--- src/rtl/multisim_stream_arbiter_if.sv ---
// Stream bundle between the per-CPU multisim sources and the shared sink.
// The master modport is the arbiter side; the slave modport is the sources/sink side.
interface multisim_stream_arbiter_if #(
  parameter int N_SRC  = 4,
  parameter int DATA_W = 64,
  parameter int SRC_W  = $clog2(N_SRC)
);
  logic [N_SRC-1:0]        src_vld;
  logic [N_SRC*DATA_W-1:0] src_data;
  logic [N_SRC-1:0]        src_rdy;
  logic                    out_vld;
  logic [DATA_W-1:0]       out_data;
  logic [SRC_W-1:0]        out_src;
  logic                    out_rdy;

  modport master (
    input  src_vld, src_data, out_rdy,
    output src_rdy, out_vld, out_data, out_src
  );

  modport slave (
    output src_vld, src_data, out_rdy,
    input  src_rdy, out_vld, out_data, out_src
  );
endinterface

--- src/rtl/multisim_stream_arbiter.sv ---
// Round-robin arbiter with bounded burst locking in front of a single
// registered output beat tagged with the winning source index.
module multisim_stream_arbiter #(
  parameter int N_SRC     = 4,
  parameter int DATA_W    = 64,
  parameter int MAX_BURST = 4,
  parameter int SRC_W     = $clog2(N_SRC)
) (
  input  logic                      clk,
  input  logic                      rst_n,
  multisim_stream_arbiter_if.master bus
);
  localparam int               CNT_W   = $clog2(MAX_BURST + 1);
  localparam logic [CNT_W-1:0] MAX_CNT = CNT_W'(MAX_BURST);
  localparam logic [SRC_W:0]   N_EXT   = (SRC_W+1)'(N_SRC);
  localparam logic [SRC_W-1:0] LAST    = SRC_W'(N_SRC - 1);

  typedef enum logic {IDLE, LOCKED} state_t;

  state_t           state, state_nx;
  logic [SRC_W-1:0] lock_src, lock_nx, rr_ptr, ptr_nx;
  logic [SRC_W-1:0] lock_inc, start, win, grant_src;
  logic [CNT_W-1:0] burst_cnt, cnt_nx;
  logic [SRC_W:0]   sum;
  logic             load_en, keep, hit, grant_vld, hs;

  assign load_en  = !bus.out_vld || bus.out_rdy;
  assign lock_inc = (lock_src == LAST) ? '0 : lock_src + 1'b1;
  // A released lock searches from the next source, so the old owner comes last.
  assign start    = (state == LOCKED) ? lock_inc : rr_ptr;
  assign keep     = (state == LOCKED) && bus.src_vld[lock_src] && (burst_cnt < MAX_CNT);

  always_comb begin
    hit = 1'b0;
    win = '0;
    sum = '0;
    for (int k = 0; k < N_SRC; k++) begin
      sum = {1'b0, start} + (SRC_W+1)'(k);
      if (sum >= N_EXT) sum = sum - N_EXT;
      if (!hit && bus.src_vld[sum[SRC_W-1:0]]) begin
        hit = 1'b1;
        win = sum[SRC_W-1:0];
      end
    end
  end

  always_comb begin
    state_nx  = state;
    lock_nx   = lock_src;
    cnt_nx    = burst_cnt;
    ptr_nx    = rr_ptr;
    grant_vld = keep || hit;
    grant_src = keep ? lock_src : win;
    hs        = load_en && grant_vld;
    if (load_en) begin
      if (state == LOCKED && !keep) ptr_nx = lock_inc;
      if (hs) begin
        state_nx = LOCKED;
        lock_nx  = grant_src;
        cnt_nx   = keep ? burst_cnt + 1'b1 : CNT_W'(1);
      end else begin
        state_nx = IDLE;
      end
    end
  end

  always_comb begin
    bus.src_rdy = '0;
    if (rst_n && hs) bus.src_rdy[grant_src] = 1'b1;
  end

  always_ff @(posedge clk or negedge rst_n) begin
    if (!rst_n) begin
      state     <= IDLE;
      lock_src  <= '0;
      burst_cnt <= '0;
      rr_ptr    <= '0;
    end else begin
      state     <= state_nx;
      lock_src  <= lock_nx;
      burst_cnt <= cnt_nx;
      rr_ptr    <= ptr_nx;
    end
  end

  always_ff @(posedge clk or negedge rst_n) begin
    if (!rst_n) begin
      bus.out_vld  <= 1'b0;
      bus.out_data <= '0;
      bus.out_src  <= '0;
    end else if (load_en) begin
      bus.out_vld <= hs;
      if (hs) begin
        bus.out_data <= bus.src_data[int'(grant_src)*DATA_W +: DATA_W];
        bus.out_src  <= grant_src;
      end
    end
  end
endmodule

--- src/flat_wrapper.sv ---
// flat-port wrapper written by rule: the top's interface ports become plain ports
module multisim_stream_arbiter_flat 
#(
  parameter int N_SRC     = 4,
  parameter int DATA_W    = 64,
  parameter int MAX_BURST = 4,
  parameter int SRC_W     = $clog2(N_SRC)
)
  (clk, rst_n, bus_src_vld, bus_src_data, bus_out_rdy, bus_src_rdy, bus_out_vld, bus_out_data, bus_out_src);
  multisim_stream_arbiter_if #(.N_SRC(N_SRC), .DATA_W(DATA_W), .SRC_W(SRC_W)) bus_i ();
  input  logic clk;
  input  logic rst_n;
  input wire logic [$bits(bus_i.src_vld)-1:0] bus_src_vld;
  input wire logic [$bits(bus_i.src_data)-1:0] bus_src_data;
  input wire logic [$bits(bus_i.out_rdy)-1:0] bus_out_rdy;
  output wire logic [$bits(bus_i.src_rdy)-1:0] bus_src_rdy;
  output wire logic [$bits(bus_i.out_vld)-1:0] bus_out_vld;
  output wire logic [$bits(bus_i.out_data)-1:0] bus_out_data;
  output wire logic [$bits(bus_i.out_src)-1:0] bus_out_src;
  assign bus_i.src_vld = bus_src_vld;
  assign bus_i.src_data = bus_src_data;
  assign bus_i.out_rdy = bus_out_rdy;
  assign bus_src_rdy = bus_i.src_rdy;
  assign bus_out_vld = bus_i.out_vld;
  assign bus_out_data = bus_i.out_data;
  assign bus_out_src = bus_i.out_src;
  multisim_stream_arbiter #(.N_SRC(N_SRC), .DATA_W(DATA_W), .MAX_BURST(MAX_BURST), .SRC_W(SRC_W)) u_core (.clk(clk), .rst_n(rst_n), .bus(bus_i));
endmodule
--- config.mk ---
export PLATFORM = sky130hd
export DESIGN_NAME = multisim_stream_arbiter_flat
export DESIGN_NICKNAME = d
export VERILOG_FILES = /design/src/rtl/multisim_stream_arbiter_if.sv /design/src/rtl/multisim_stream_arbiter.sv /design/src/flat_wrapper.sv
export SDC_FILE = /design/constraint.sdc
export NUM_CORES = 1
export LEC_CHECK = 0
export BUFFER_PORTS_ARGS = -buffer_cell sky130_fd_sc_hd__buf_2
export CAP_MARGIN = 20
export CORE_AREA = 2 2 131 133
export CTS_CLUSTER_DIAMETER = 150
export DETAILED_ROUTE_END_ITERATION = 10
export DIE_AREA = 0 0 133 135
export PLACE_DENSITY_LB_ADDON = 0.25
export SLEW_MARGIN = 25
export SYNTH_ARGS = -nofsm -noshare
export SYNTH_HDL_FRONTEND = slang
export SYNTH_SLANG_ARGS = --single-unit
--- constraint.sdc ---
create_clock -name clk -period 3.6 [get_ports clk]
set_clock_uncertainty 0.15 [all_clocks]
set_input_delay 0.36 -clock clk [delete_from_list [all_inputs] [get_ports clk]]
set_output_delay 0.36 -clock clk [all_outputs]
set_load 0.02 [all_outputs]
**After elaboration in Yosys (flattened, before gate mapping)**

Index checks and enable logic that the tools add are counted.

- Flip-flop bits (word level): 73
- Word-level logic and storage cells: 77
- Input bits: 263
- Output and inout port bits: 71

- Reductions and logical operators: 18
- Eq/ne operators: 1
- Shift-type cells: 1
- Mux-type cells: 30
- Add/sub/neg operators: 9
- $lt $le $gt $ge: 12

Operators with widths:

| cell | count |
|---|---|
| variable part select 256 x 9 -> 64 bit | 1 |
| two-way mux 2 bit | 11 |
| less-than comparator 2 x 3 -> 1 bit, second input constant | 6 |
| two-way mux 1 bit | 11 |
| binary-select mux 1 bit (select 2 bit) | 5 |
| greater-or-equal comparator 3 bit, second input constant | 3 |
| logical AND 1 bit | 9 |
| subtractor 2 x 1 -> 2 bit, second input constant | 4 |
| adder 2 x 2 -> 3 bit, second input constant | 2 |
| zero test 1 bit | 5 |
| two-way mux 4 bit | 1 |
| AND reduction 2 bit | 2 |
| adder 2 x 1 -> 3 bit, second input constant | 1 |
| adder 3 x 1 -> 3 bit, second input constant | 1 |
| greater-or-equal comparator 2 x 3 -> 1 bit, second input constant | 1 |
| less-than comparator 3 bit, second input constant | 1 |
| two-way mux 3 bit | 1 |
| adder 2 x 1 -> 2 bit, second input constant | 1 |
| demux 1 bit (select 2 bit) | 1 |
| == test 2 bit, second input constant | 1 |
| greater-or-equal comparator 2 x 1 -> 1 bit, second input constant | 1 |
| logical OR 1 bit | 2 |

**Longest topological paths before layout**

- Word-level depth: 23
- Gate-level depth with buffers: 10

**Worst setup path before layout**

No wires, ideal clock.

- Path type: reg-to-output
- From: register u_core.lock_src[1]
- To: output port bus_src_rdy[2]
- Required time: 3.090 ns
- Stages on the path, launching flop included: 10
- Setup slack: 0.432 ns
- Arrival: 2.658 ns
- Cell sequence: dfrtp_1 > ha_1 > or3b_1 > buf_2 > a2111oi_4 > nor3_2 > o21ai_4 > buf_6 > buf_6 > nor3b_1

- Longest elaborated chain between the ends: 23
- Elaborated cells on any way between the ends: 55
- Classes of those cells: add/sub: 8; order compare: 6; eq/ne: 1; mux: 28; reduce/logical: 12

Ends and longest elaborated chain:

| item | line | text |
|---|---|---|
| from (decl) | multisim_stream_arbiter.sv:21 | `logic [SRC_W-1:0] lock_src, lock_nx, rr_ptr, ptr_nx;` |
| from (signal assigned) | multisim_stream_arbiter.sv:80 | `lock_src <= lock_nx;` |
| branches (longest 22 deep; another with adder 2 x 1 -> 3 bit) | -- |  |
| two-way mux 4 bit * | multisim_stream_arbiter.sv:69 | `if (rst_n && hs) bus.src_rdy[grant_src] = 1'b1;` |
| to (decl) | flat_wrapper.sv:16 | `output wire logic [$bits(bus_i.src_rdy)-1:0] bus_src_rdy;` |

Mark *: on every way between the ends. The select of a mux whose other input is x is not followed.

**Final worst setup path**

- From: register u_core.lock_src[0]
- To: output port bus_src_rdy[3]

The elaborated chain is that of the path after synthesis.

==> impl_metrics.toml <==
[clocking]
clock_latency_ns = 0.34
clkSinkCount = 72
cts-buffers-inserted = 9
clkTransAtPathRegs_ns = 0.06
ctsResizeCount = 0
cts_tree = "yes"
cts_buffer_depth = 2
h-tree-depth = 3
cts-root-buf = "clkbuf_16"

[layout]
layout_commonest_cell = "buf_2"
layout_common_cells = "332 x buf_2, 72 x nor2_1, 72 x dfrtp_1"
fillers = 1665
syn_to_final_growth_pct = 46.9
drive_above_1_share_pct = 45.3
final_nets = 1098
layout.cells.non_filler = 1059

[synth]
synth.yosys.seq_area_share_pct = 37.8
ys_async_sr_fraction_pct = 100
ys.flop_type = "dfrtp_1"
netlist_area_sq_um = 4770
synth-seq-cells = 72
avgSynthCellArea_sq_um = 9.10
postSynthCellCount = 524
yosysWarningCount = 0
yosysUniqueCellTypes = 41
syn_nets = 789
synth_edf_count = 0

[setup_path]
cp_top_family = "simple AND/OR/NAND/NOR gates"
path_buf_inv = 2
rr_worst_depth = 8
slowest_delay_ns = 0.55
worst_path_max_delay_cell = "or3b_1"
crit_path_max_fanout = 12
crit_type = "reg -> out"
cp_data_required_time_ns = 3.09
start_kind = "flip-flop"
reg2reg_setup_slack_ns = 0.43
cp.arrival_ns = 2.91
end_kind = "output port"
cp_cell_sequence = "ha_1 -> or3b_1 -> a2111oi_4 -> nor3_2 -> o21ai_4 -> buf_4 -> nor2b_1 -> buf_2"
path_depth = 8

[placement]
dp_hpwl_mm = 13.7
place.gp.congestion = 0.853
io_buffer_count = 333
placed_cells = 1040

[global_route]
grt_use_total_pct = 20.7
antenna_found_initial = 1
grt_max_degree = 70
grt_pass1_wl_mm = 29.2
overflow = 0
grt_pass1_vias = 5384

[sta]
period_needed_ns = 3.42
slew_viol_final = 0
finalSetupTns_ns = 0
worst_pin_slew_ns = 0.914
fmaxAchievable_mhz = 293
finalHoldViolCount = 0
setup_viol = 0
fin_crit_sh_pct = 94.9
slew_headroom_pct = 39.1
rsz0062_at_grt = "false"

[detailed_routing]
post-route-drc-count = 0
via_count = 5570
wl_mm = 19.0
viasPerCell = 5.26
drtPass1Iterations = 5
ant_nets = 0
first_iter_violations = 351
avgRoutedWirePerCell_microns = 18.0

[power]
irDropWorstVdd_mv = 0.493
clock_power_share_pct = 14.3
swShare_pct = 47.7
p_comb_share_pct = 62.6
pwr_density_cell_nw_per_um2 = 937
p_leak_uw = 0.00331
pwr-share-seq_pct = 23.1
p_switching_uw = 3130
internal_power_uw = 3430

[status]
status = "complete, no violations"

[floorplanning]
die_area_sq_um = 18000
die_x_microns = 133
row_count = 47
start_util_pct = 29.1
core-area_sq_um = 16400
io_pins = 334
die_y_microns = 135

[hold_path]
holdPathStages = 3
min_path_type = "in -> reg"

[job]
cap_violations = 0
[worst paths after layout]
check | startpoint | endpoint
max | u_core.lock_src[0] | bus_src_rdy[3]
min | bus_src_data[20] | u_core.bus.out_data[20]
max reg2reg | u_core.lock_src[0] | u_core.bus.out_data[18]
min reg2reg | u_core.burst_cnt[0] | u_core.burst_cnt[0]
max in group asynchronous | rst_n | u_core.bus.out_data[15]
min in group asynchronous | rst_n | u_core.bus.out_data[39]
[synth_stat cells, types with 2 or more instances]
library cell   n  area share (%)
a221oi_1      64              12
o31ai_1        4            0.63
o21ai_1        4            0.42
nand4_1        2            0.26
buf_2          9            0.94
nand2_1        6            0.47
dfrtp_1       72              38
nand3_1        3            0.31
a21oi_1        7            0.73
clkbuf_1      37             2.9
mux2i_1       65              14
buf_6          3            0.71
nor3b_1        2            0.31
a22o_1         4            0.73
nor2b_1        2            0.26
o22ai_1       64             8.4
buf_4          4            0.63
ha_1           2            0.52
nand2b_1       2            0.26
nor2_1        72             5.7
mux2_2         5             1.2
inv_1          4            0.31
o211ai_1       2            0.31
o21ai_0       68             7.1
[flip-flops by register name, indices dropped and copies added, names as in the netlist]
| register | count |
|---|---|
| u_core.bus.out_data | 64 |
| u_core.rr_ptr | 2 |
| u_core.bus.out_vld | 1 |
| u_core.burst_cnt | 3 |
| u_core.lock_src | 2 |
[routing by layer]
metal	vias up	part of all wire [%]	track usage, %
li1	2688	-	-
met3	23	7.0	3.90
met1	2620	42	27.0
met2	239	49	34.5
met5	-	0	0
met4	0	1.8	7.05
[worst min-delay path, cell delays in order]
cell,delay (ns)
buf_2,0.07
mux2i_1,0.05
o22ai_1,0.11
[cell families (layout without fill, tap and decap cells)]
family / Yosys count / count (layout) / share of synthesized area [%]
compound gates: 228 / 228 / 32.8
fa+ha+maj: 2 / 2 / 0.525
buf+inv: 57 / 371 / 5.51
mux: 70 / 70 / 14.8
flops: 72 / 72 / 37.8
other cells: 0 / 1 / 0
simple gates: 95 / 95 / 8.56
[stage by stage]
| step | setup slack [ns] | area [sq um] | hold slack [ns] | util (%) | total power [uW] |
|---|---|---|---|---|---|
| 2_1_floorplan | 0.432 | 4770 | -0.0856 | - | 4300 |
| 3_3_place_gp | 0.506 | 6670 | 0.0235 | 40.7 | 5590 |
| 3_5_place_dp | 0.442 | 6670 | 0.0219 | 40.7 | 5620 |
| 4_1_cts | 0.175 | 6990 | 0.146 | 42.6 | 6590 |
| 5_1_grt | 0.0271 | 7000 | 0.161 | 42.7 | 7050 |
| 6_report | 0.182 | 7000 | 0.159 | 42.7 | 6560 |
[timing repair]
| action | 4_1_cts | 5_1_grt |
|---|---|---|
| endpoints found under the hold margin | 3 | 0 |
| hold buffers | 1 | 0 |
| setup buffers | 0 | 1 |
| setup endpoints to repair | 0 | 2 |
[layout make-up]
cell class | count | area (sq um) | area share (%)
Multi-Input combinational cell | 395 | 2740 | 39.1
Timing Repair Buffer | 351 | 1860 | 26.6
Sequential cell | 72 | 1800 | 25.7
Tap cell | 220 | 275 | 3.93
Antenna cell | 1 | 2.50 | 0.0357
Clock inverter | 5 | 55.1 | 0.786
Inverter | 4 | 15.0 | 0.214
Clock buffer | 11 | 253 | 3.61
[power by group through the flow]
stage	Clock, uW	Sequential [uW]	Combinational [uW]
after floorplan	0	1930	2370
after global placement	0	1500	4090
after detailed placement	0	1520	4100
after CTS	968	1510	4110
after global routing	1000	1580	4470
final	941	1520	4100
Note: power is estimated with default switching activity, not from simulation.
